<file path="config.mk">
export PLATFORM = sky130hd
export DESIGN_NAME = chimp_game_engine
export DESIGN_NICKNAME = d
export VERILOG_FILES = /design/src/rtl/chimp_pkg.sv /design/src/rtl/chimp_cell_placer.sv /design/src/rtl/chimp_game_engine.sv
export SDC_FILE = /design/constraint.sdc
export NUM_CORES = 2
export LEC_CHECK = 0
export BUFFER_PORTS_ARGS = -buffer_cell sky130_fd_sc_hd__buf_4
export CELL_PAD_IN_SITES_DETAIL_PLACEMENT = 1
export CELL_PAD_IN_SITES_GLOBAL_PLACEMENT = 2
export CORE_UTILIZATION = 43
export CTS_BUF_LIST = sky130_fd_sc_hd__clkbuf_4 sky130_fd_sc_hd__clkbuf_8
export CTS_CLUSTER_DIAMETER = 30
export DETAILED_ROUTE_END_ITERATION = 8
export PLACE_DENSITY_LB_ADDON = 0.1
export SYNTH_ARGS = -nofsm -noshare
export SYNTH_HDL_FRONTEND = slang
export SYNTH_SLANG_ARGS = --single-unit
</file>
<file path="constraint.sdc">
create_clock -name clk -period 22 [get_ports clk]
set_input_delay 0 -clock clk [delete_from_list [all_inputs] [get_ports clk]]
set_output_delay 0 -clock clk [all_outputs]
set_load 0.01 [all_outputs]
</file>
<file path="src/rtl/chimp_pkg.sv">
// Shared types and width helpers for the chimp-test game engine.
package chimp_pkg;

  typedef enum logic [2:0] {
    IDLE  = 3'd0,
    CLEAR = 3'd1,
    PLACE = 3'd2,
    PLAY  = 3'd3,
    WIN   = 3'd4,
    FAIL  = 3'd5,
    OVER  = 3'd6,
    DONE  = 3'd7
  } state_t;

  // Wide enough for any legal MAX_COUNT (up to 256 tiles).
  localparam int unsigned CELL_NUM_W = 9;

  typedef struct packed {
    logic                  active;
    logic [CELL_NUM_W-1:0] num;
  } cell_t;

  function automatic int unsigned w_min(input int unsigned v, input int unsigned lo);
    return (v < lo) ? lo : v;
  endfunction

  function automatic int unsigned num_w(input int unsigned max_count);
    return w_min($clog2(max_count + 1), 1);
  endfunction

  function automatic int unsigned lvl_w(input int unsigned start_count, input int unsigned max_count);
    return w_min($clog2(max_count - start_count + 2), 1);
  endfunction

  function automatic int unsigned strike_w(input int unsigned max_strikes);
    return w_min($clog2(max_strikes + 1), 2);
  endfunction

endpackage

</file>
<file path="src/rtl/chimp_cell_placer.sv">
// Clears the board one cell per cycle, then drops numbered tiles on random empty cells.
module chimp_cell_placer
  import chimp_pkg::*;
#(
  parameter int unsigned CELLS = 64,
  parameter int unsigned AW    = 6,
  parameter int unsigned NUM_W = 6
) (
  input  logic             clk,
  input  logic             rst,
  input  logic             start,
  input  logic [NUM_W-1:0] count,
  input  logic [7:0]       rand_val,
  input  logic             cand_busy,
  output logic [AW-1:0]    cand_addr_c,
  output logic             wr_en_c,
  output logic [AW-1:0]    wr_addr_c,
  output logic             wr_active_c,
  output logic [NUM_W-1:0] wr_num_c,
  output logic             clear_done_c,
  output logic             place_done_c
);

  typedef enum logic [1:0] {P_IDLE, P_CLEAR, P_PLACE} pstate_t;

  pstate_t          pstate;
  logic [AW-1:0]    idx;
  logic [NUM_W-1:0] placed;
  logic             unused_rand_c;

  // Candidate {y, x} comes straight from the low PRNG bits.
  assign cand_addr_c   = rand_val[AW-1:0];
  assign unused_rand_c = ^rand_val;

  always_comb begin
    wr_en_c      = 1'b0;
    wr_addr_c    = idx;
    wr_active_c  = 1'b0;
    wr_num_c     = '0;
    clear_done_c = 1'b0;
    place_done_c = 1'b0;
    case (pstate)
      P_CLEAR: begin
        wr_en_c      = 1'b1;
        clear_done_c = (idx == AW'(CELLS - 1));
      end
      P_PLACE: begin
        if (!cand_busy) begin
          wr_en_c      = 1'b1;
          wr_addr_c    = cand_addr_c;
          wr_active_c  = 1'b1;
          wr_num_c     = placed + NUM_W'(1);
          place_done_c = (placed + NUM_W'(1) == count);
        end
      end
      default: ;
    endcase
  end

  always_ff @(posedge clk or posedge rst) begin
    if (rst) begin
      pstate <= P_IDLE;
      idx    <= '0;
      placed <= '0;
    end else begin
      case (pstate)
        P_IDLE: begin
          if (start) begin
            pstate <= P_CLEAR;
            idx    <= '0;
          end
        end
        P_CLEAR: begin
          idx <= idx + AW'(1);
          if (clear_done_c) begin
            pstate <= P_PLACE;
            placed <= '0;
          end
        end
        P_PLACE: begin
          if (wr_en_c) begin
            placed <= placed + NUM_W'(1);
            if (place_done_c) pstate <= P_IDLE;
          end
        end
        default: pstate <= P_IDLE;
      endcase
    end
  end

endmodule

</file>
<file path="src/rtl/chimp_game_engine.sv">
// Chimp-test game engine: board store, click checking, level/strike tracking, renderer read port.
module chimp_game_engine
  import chimp_pkg::*;
#(
  parameter int unsigned GRID_W      = 8,
  parameter int unsigned GRID_H      = 8,
  parameter int unsigned START_COUNT = 4,
  parameter int unsigned MAX_COUNT   = 32,
  parameter int unsigned MAX_STRIKES = 3,
  parameter int unsigned SHOW_CYCLES = 0
) (
  input  logic                                     clk,
  input  logic                                     iReset,
  input  logic                                     iStart,
  input  logic                                     iClick,
  input  logic [$clog2(GRID_W)-1:0]                iClickX,
  input  logic [$clog2(GRID_H)-1:0]                iClickY,
  input  logic                                     iClickValid,
  input  logic [7:0]                               iRand,
  input  logic [$clog2(GRID_W)-1:0]                iRdX,
  input  logic [$clog2(GRID_H)-1:0]                iRdY,
  output logic                                     oRdActive,
  output logic                                     oRdShown,
  output logic [num_w(MAX_COUNT)-1:0]              oRdNum,
  output logic [lvl_w(START_COUNT, MAX_COUNT)-1:0] oLevel,
  output logic [strike_w(MAX_STRIKES)-1:0]         oStrikes,
  output logic [num_w(MAX_COUNT)-1:0]              oExpected,
  output logic [2:0]                               oState,
  output logic                                     oLevelWin,
  output logic                                     oLevelFail
);

  localparam int unsigned XW      = $clog2(GRID_W);
  localparam int unsigned YW      = $clog2(GRID_H);
  localparam int unsigned AW      = XW + YW;
  localparam int unsigned CELLS   = GRID_W * GRID_H;
  localparam int unsigned NUM_W   = num_w(MAX_COUNT);
  localparam int unsigned LVL_W   = lvl_w(START_COUNT, MAX_COUNT);
  localparam int unsigned SW      = strike_w(MAX_STRIKES);
  localparam int unsigned TW      = w_min($clog2(SHOW_CYCLES + 1), 1);
  localparam int unsigned CW      = NUM_W + 1;
  localparam int unsigned LVL_MAX = MAX_COUNT - START_COUNT + 1;

  state_t           state;
  logic             hidden;
  logic [TW-1:0]    timer;
  cell_t            board [CELLS];

  logic [CW-1:0]    count_sum_c;
  logic [NUM_W-1:0] count_c;
  logic             is_final_c;
  logic             go_c;
  logic [AW-1:0]    click_addr_c;
  cell_t            click_cell_c;
  cell_t            rd_cell_c;
  logic             click_hit_c;
  logic             click_ok_c;
  logic             unused_num_c;

  logic [AW-1:0]    cand_addr_c;
  logic             cand_busy_c;
  logic             pl_we_c;
  logic [AW-1:0]    pl_addr_c;
  logic             pl_active_c;
  logic [NUM_W-1:0] pl_num_c;
  cell_t            pl_cell_c;
  logic             clear_done_c;
  logic             place_done_c;

  assign oState = state;

  // Tiles on this level, clamped at the final level's count.
  always_comb begin
    count_sum_c = CW'(START_COUNT) + CW'(oLevel) - CW'(1);
    count_c     = (count_sum_c > CW'(MAX_COUNT)) ? NUM_W'(MAX_COUNT) : NUM_W'(count_sum_c);
    is_final_c  = (count_c == NUM_W'(MAX_COUNT));
  end

  always_comb begin
    go_c = 1'b0;
    if (iStart) begin
      case (state)
        IDLE, FAIL, OVER, DONE: go_c = 1'b1;
        WIN:                    go_c = !is_final_c;
        default:                go_c = 1'b0;
      endcase
    end
  end

  always_comb begin
    click_addr_c = {iClickY, iClickX};
    click_cell_c = board[click_addr_c];
    rd_cell_c    = board[{iRdY, iRdX}];
    click_hit_c  = (state == PLAY) && iClick && iClickValid && click_cell_c.active;
    click_ok_c   = click_hit_c && (click_cell_c.num == CELL_NUM_W'(oExpected));
    cand_busy_c  = board[cand_addr_c].active;
    pl_cell_c    = '{active: pl_active_c, num: CELL_NUM_W'(pl_num_c)};
  end

  assign unused_num_c = ^rd_cell_c.num;

  chimp_cell_placer #(
    .CELLS (CELLS),
    .AW    (AW),
    .NUM_W (NUM_W)
  ) u_placer (
    .clk          (clk),
    .rst          (iReset),
    .start        (go_c),
    .count        (count_c),
    .rand_val     (iRand),
    .cand_busy    (cand_busy_c),
    .cand_addr_c  (cand_addr_c),
    .wr_en_c      (pl_we_c),
    .wr_addr_c    (pl_addr_c),
    .wr_active_c  (pl_active_c),
    .wr_num_c     (pl_num_c),
    .clear_done_c (clear_done_c),
    .place_done_c (place_done_c)
  );

  // Board store: placer writes during CLEAR/PLACE, correct clicks clear in PLAY.
  always_ff @(posedge clk or posedge iReset) begin
    if (iReset) begin
      for (int i = 0; i < int'(CELLS); i++) board[i] <= '0;
    end else if (pl_we_c) begin
      board[pl_addr_c] <= pl_cell_c;
    end else if (click_ok_c) begin
      board[click_addr_c] <= '0;
    end
  end

  always_ff @(posedge clk or posedge iReset) begin
    if (iReset) begin
      oRdActive <= 1'b0;
      oRdShown  <= 1'b0;
      oRdNum    <= '0;
    end else begin
      oRdActive <= rd_cell_c.active;
      oRdShown  <= rd_cell_c.active & ~hidden;
      oRdNum    <= NUM_W'(rd_cell_c.num);
    end
  end

  always_ff @(posedge clk or posedge iReset) begin
    if (iReset) begin
      state      <= IDLE;
      oLevel     <= LVL_W'(1);
      oStrikes   <= '0;
      oExpected  <= NUM_W'(1);
      hidden     <= 1'b0;
      timer      <= '0;
      oLevelWin  <= 1'b0;
      oLevelFail <= 1'b0;
    end else begin
      oLevelWin  <= 1'b0;
      oLevelFail <= 1'b0;
      if (go_c) begin
        state     <= CLEAR;
        oExpected <= NUM_W'(1);
        hidden    <= 1'b0;
      end
      case (state)
        IDLE, FAIL: ;
        CLEAR: if (clear_done_c) state <= PLACE;
        PLACE: begin
          if (place_done_c) begin
            state <= PLAY;
            timer <= TW'(SHOW_CYCLES);
          end
        end
        PLAY: begin
          if (click_hit_c) begin
            if (click_ok_c) begin
              oExpected <= oExpected + NUM_W'(1);
              hidden    <= 1'b1;
              if (click_cell_c.num == CELL_NUM_W'(count_c)) begin
                state     <= WIN;
                oLevelWin <= 1'b1;
              end
            end else begin
              oLevelFail <= 1'b1;
              if (oStrikes != SW'(MAX_STRIKES)) oStrikes <= oStrikes + SW'(1);
              state <= (oStrikes + SW'(1) >= SW'(MAX_STRIKES)) ? OVER : FAIL;
            end
          end else if (SHOW_CYCLES != 0 && timer != '0) begin
            timer <= timer - TW'(1);
            if (timer == TW'(1)) hidden <= 1'b1;
          end
        end
        WIN: begin
          if (iStart) begin
            if (is_final_c) state <= DONE;
            else if (oLevel != LVL_W'(LVL_MAX)) oLevel <= oLevel + LVL_W'(1);
          end
        end
        OVER, DONE: begin
          if (iStart) begin
            oLevel   <= LVL_W'(1);
            oStrikes <= '0;
          end
        end
        default: state <= IDLE;
      endcase
    end
  end

endmodule

</file>
==> results.md <==
* Congestion Overflow GR at 0
* Maximum vdd drop at roughly 61 µV
* WP data required at 22,690 ps
* Area of placed instances at a little over 0.04 mm²
* Nets at 4,255
* Rows at 111
* Area growth syn-to-layout at 14.96%
* Sw power at 1.422 mW
* Port bufs at 48
* Max_slew headroom at a little under a tenth
* Pwr Total at 4.252 mW
* CP endpoint kind: flip-flop
* Final worst slack at 14,600 ps
* Fin util at 50.03%
* Status: complete, no violations
* Leakage at 18.98 nW
* Cell area after synthesis at 0.03995 mm²
* Die Span X at 306.8 µm
* Worst Hold Path EP: board[249]$_DFFE_PP0P_
* Mean post-synth cell area at 9.488 µm²
* CTS resizes at 0
* DR WL/cell at 33.84 µm
* CTS Buffer Depth at 3
* Fin area at roughly 0.046 mm²
* Via count at 38.68k
* R2R Path Start: board[314]$_DFFE_PP0P_
* Least-Margin Pin Slew at 1358 ps
* Unrepaired setup endpoints after global routing: no
* Cell internal pwr at 2.830 mW
* Layout cells sized above 1 at 19.21%
* Initial antenna violation count at 13
* RR Endpoint: board[270]$_DFFE_PP0P_
* CP Launch Type: input port
* Vias in the first global route at about 38k
* Crit path time final at 7401 ps
* Number of synthesized flops with an enable pin at 0
* Ys async rst share at 100.0%
* Final setup vio count at 0
* Mapped Cells at around 4.2k
* Largest net degree at the start of global routing at 127
* Clock latency on the worst-skew pair at 920 ps
* Number of setup buffers added after CTS at 0
* First-pass GRT wire length at 275.8 mm
* Post-synth top area share at 42.53%
* Cells on worst reg2reg path at 12
* # IOs at 51
* FMAX at 0.1351 GHz
* Die area at 0.09414 mm²
* Logic pwr share at 22.8%
* Hold_sp: iRand[0]
* Routed WL at 190.2 mm
* H-tree levels at 4
* Synth area leader: dfrtp_1
* Yosys warning total at 0
* Sequential share of power at roughly 31%
* # clock sinks at ~680
* Synth Register Bits at 681
* Clk pwr share at 45.9%
* Final clock skew at 63.63 ps
* Initial Util at between 40% and 50%
* Placed cell count at 5,258
* Area contributors post-synth: dfrtp_1 43%, mux4_2 12%, o21ai_0 5.4%, a31oi_1 5.3%, nand2_1 5.0%
* Critical path type: in2reg
* Slew Viols, Final at 0
* Hold violation count in the final report at 0
* Period utilization at 33.64%
* Arrival @ worst endpoint at 8100 ps
* Pwr Density at 92.58 mW/mm²
* Hpwl dp at 123.3 mm
* Final weighted congestion in routability-driven placement at ~1.0
* Top FF cell, synth: dfrtp_1
* Post-DR vias/cell at around 6.9
* Hold Crit Class: in2reg
* Net switching fraction of the power at roughly a third
* Gr usage total at ~40%
* CTS clk-pin slew, worst paths at 60 ps
* WHS Path Cells at 6
* Final cell count without fillers at 5,621
* Synth cell types at 84
* R2R setup slack at 15,130 ps
* Post-DRT Antenna Nets at 0
* Final setup TNS at 0 ps
* Worst-path fanout max at 112
* CTS tree: yes
* Synthesized Nets at 4,249
* Iteration-0 DRC Markers at slightly below 5k
* CTS Root Cell: clkbuf_8
* Drt first pass iters at 8
* Core area at just over 0.09 mm²
* Max cap viols at 0
* Sequential share of the synthesized area at between 40% and 50%
* CTS buffer count at 183
* Setup Slack @ Placement at ~14,000 ps
* Die height at 306.8 µm
* DRC errors left at 0
* Worst hold margin at 99.58 ps
[power by group through the flow]
stage               combinational (mW)  clock (mW)  sequential [mW]
global placement                 0.911           0             1.35
finish                           0.968        1.95             1.33
floorplan                        0.656           0             1.32
detailed placement               0.929           0             1.35
CTS                              0.937        1.97             1.33
global route                      1.02        2.03             1.33
[cells in the final DEF, fill, tap and decap left out, drive strengths merged, types with 113 or more instances in the layout]
cell and count:
dfrtp 679, nand2 531, o21ai 436, nor2 425, a31oi 343, clkbuf 247, mux4 208, and2 202
buf 176, a21oi 113
[cells in the mapped netlist (39+ instances only)]
master,count
buf_1,39
mux2i_1,107
and2_1,200
a221oi_1,41
mux4_2,208
nor2_1,424
nor3_1,88
a31oi_1,340
o21ai_0,432
a21oi_1,110
a32oi_1,78
dfrtp_1,679
o22ai_1,40
buf_2,74
nand3_1,106
clkbuf_1,232
nand2_1,530
[repair_timing]
action / in CTS / in global routing
hold buffers: 17 / 0
setup endpoints to repair: 0 / 0
hold endpoints to repair: 335 / 0
[flip-flops by register name, indices dropped and copies added (netlist names)]
register / count
oRdShown: 1
oRdActive: 1
oExpected: 6
oStrikes: 2
oLevelFail: 1
oLevelWin: 1
oRdNum: 6
u_placer.pstate: 2
u_placer.idx: 6
oState: 3
u_placer.placed: 6
oLevel: 5
board: 640
hidden: 1
[kinds of logic after synthesis]
family / synth area share, %
fa+ha+maj: 0.4071
simple gates: 16.98
flops: 42.66
xor+xnor: 0.4604
buf+inv: 4.315
compound gates: 20.18
mux: 15.00
[how the worst max path moves through the flow]
stage          cells after the start                endpoint  slack (ps)       start
2_1_floorplan                      1    board[0]$_DFFE_PP0P_        2910      iReset
3_3_place_gp                      15  board[260]$_DFFE_PP0P_       14170  iClickX[1]
3_5_place_dp                      15  board[190]$_DFFE_PP0P_       14030  iClickX[1]
4_1_cts                           15  board[190]$_DFFE_PP0P_       14980  iClickX[1]
5_1_grt                           15  board[271]$_DFFE_PP0P_       14630  iClickX[1]
6_report                          15  board[270]$_DFFE_PP0P_       14600  iClickX[1]
[final cells by class]
type / instances / area (µm²)
Multi-Input combinational cell: 3127 / 21290
Sequential cell: 681 / 17040
Antenna cell: 6 / 15.01
Clock inverter: 96 / 1155
Inverter: 28 / 112.6
Clock buffer: 244 / 3208
Timing Repair Buffer: 196 / 1545
Tap cell: 1243 / 1555
Fill cell: 10243 / 45870
[per-layer routing]
metal	part of all wire, %	vias to the layer above	GRT usage, %
li1	-	15742	-
met1	39	19916	53.20
met2	43	2348	58.44
met3	11	667	11.85
met4	7.0	8	24.66
met5	0.032	-	0
[critical path, cell delays in order]
cell	delay, ps
buf_4	500
buf_4	510
buf_4	610
or3b_2	230
a21oi_1	70
o41ai_1	1120
o2111ai_1	700
or3_1	530
a22oi_1	220
nand4_2	370
buf_4	450
nor2_4	500
buf_4	760
buf_4	1000
o21ai_0	260
Note: power is estimated with default switching activity, not from simulation.
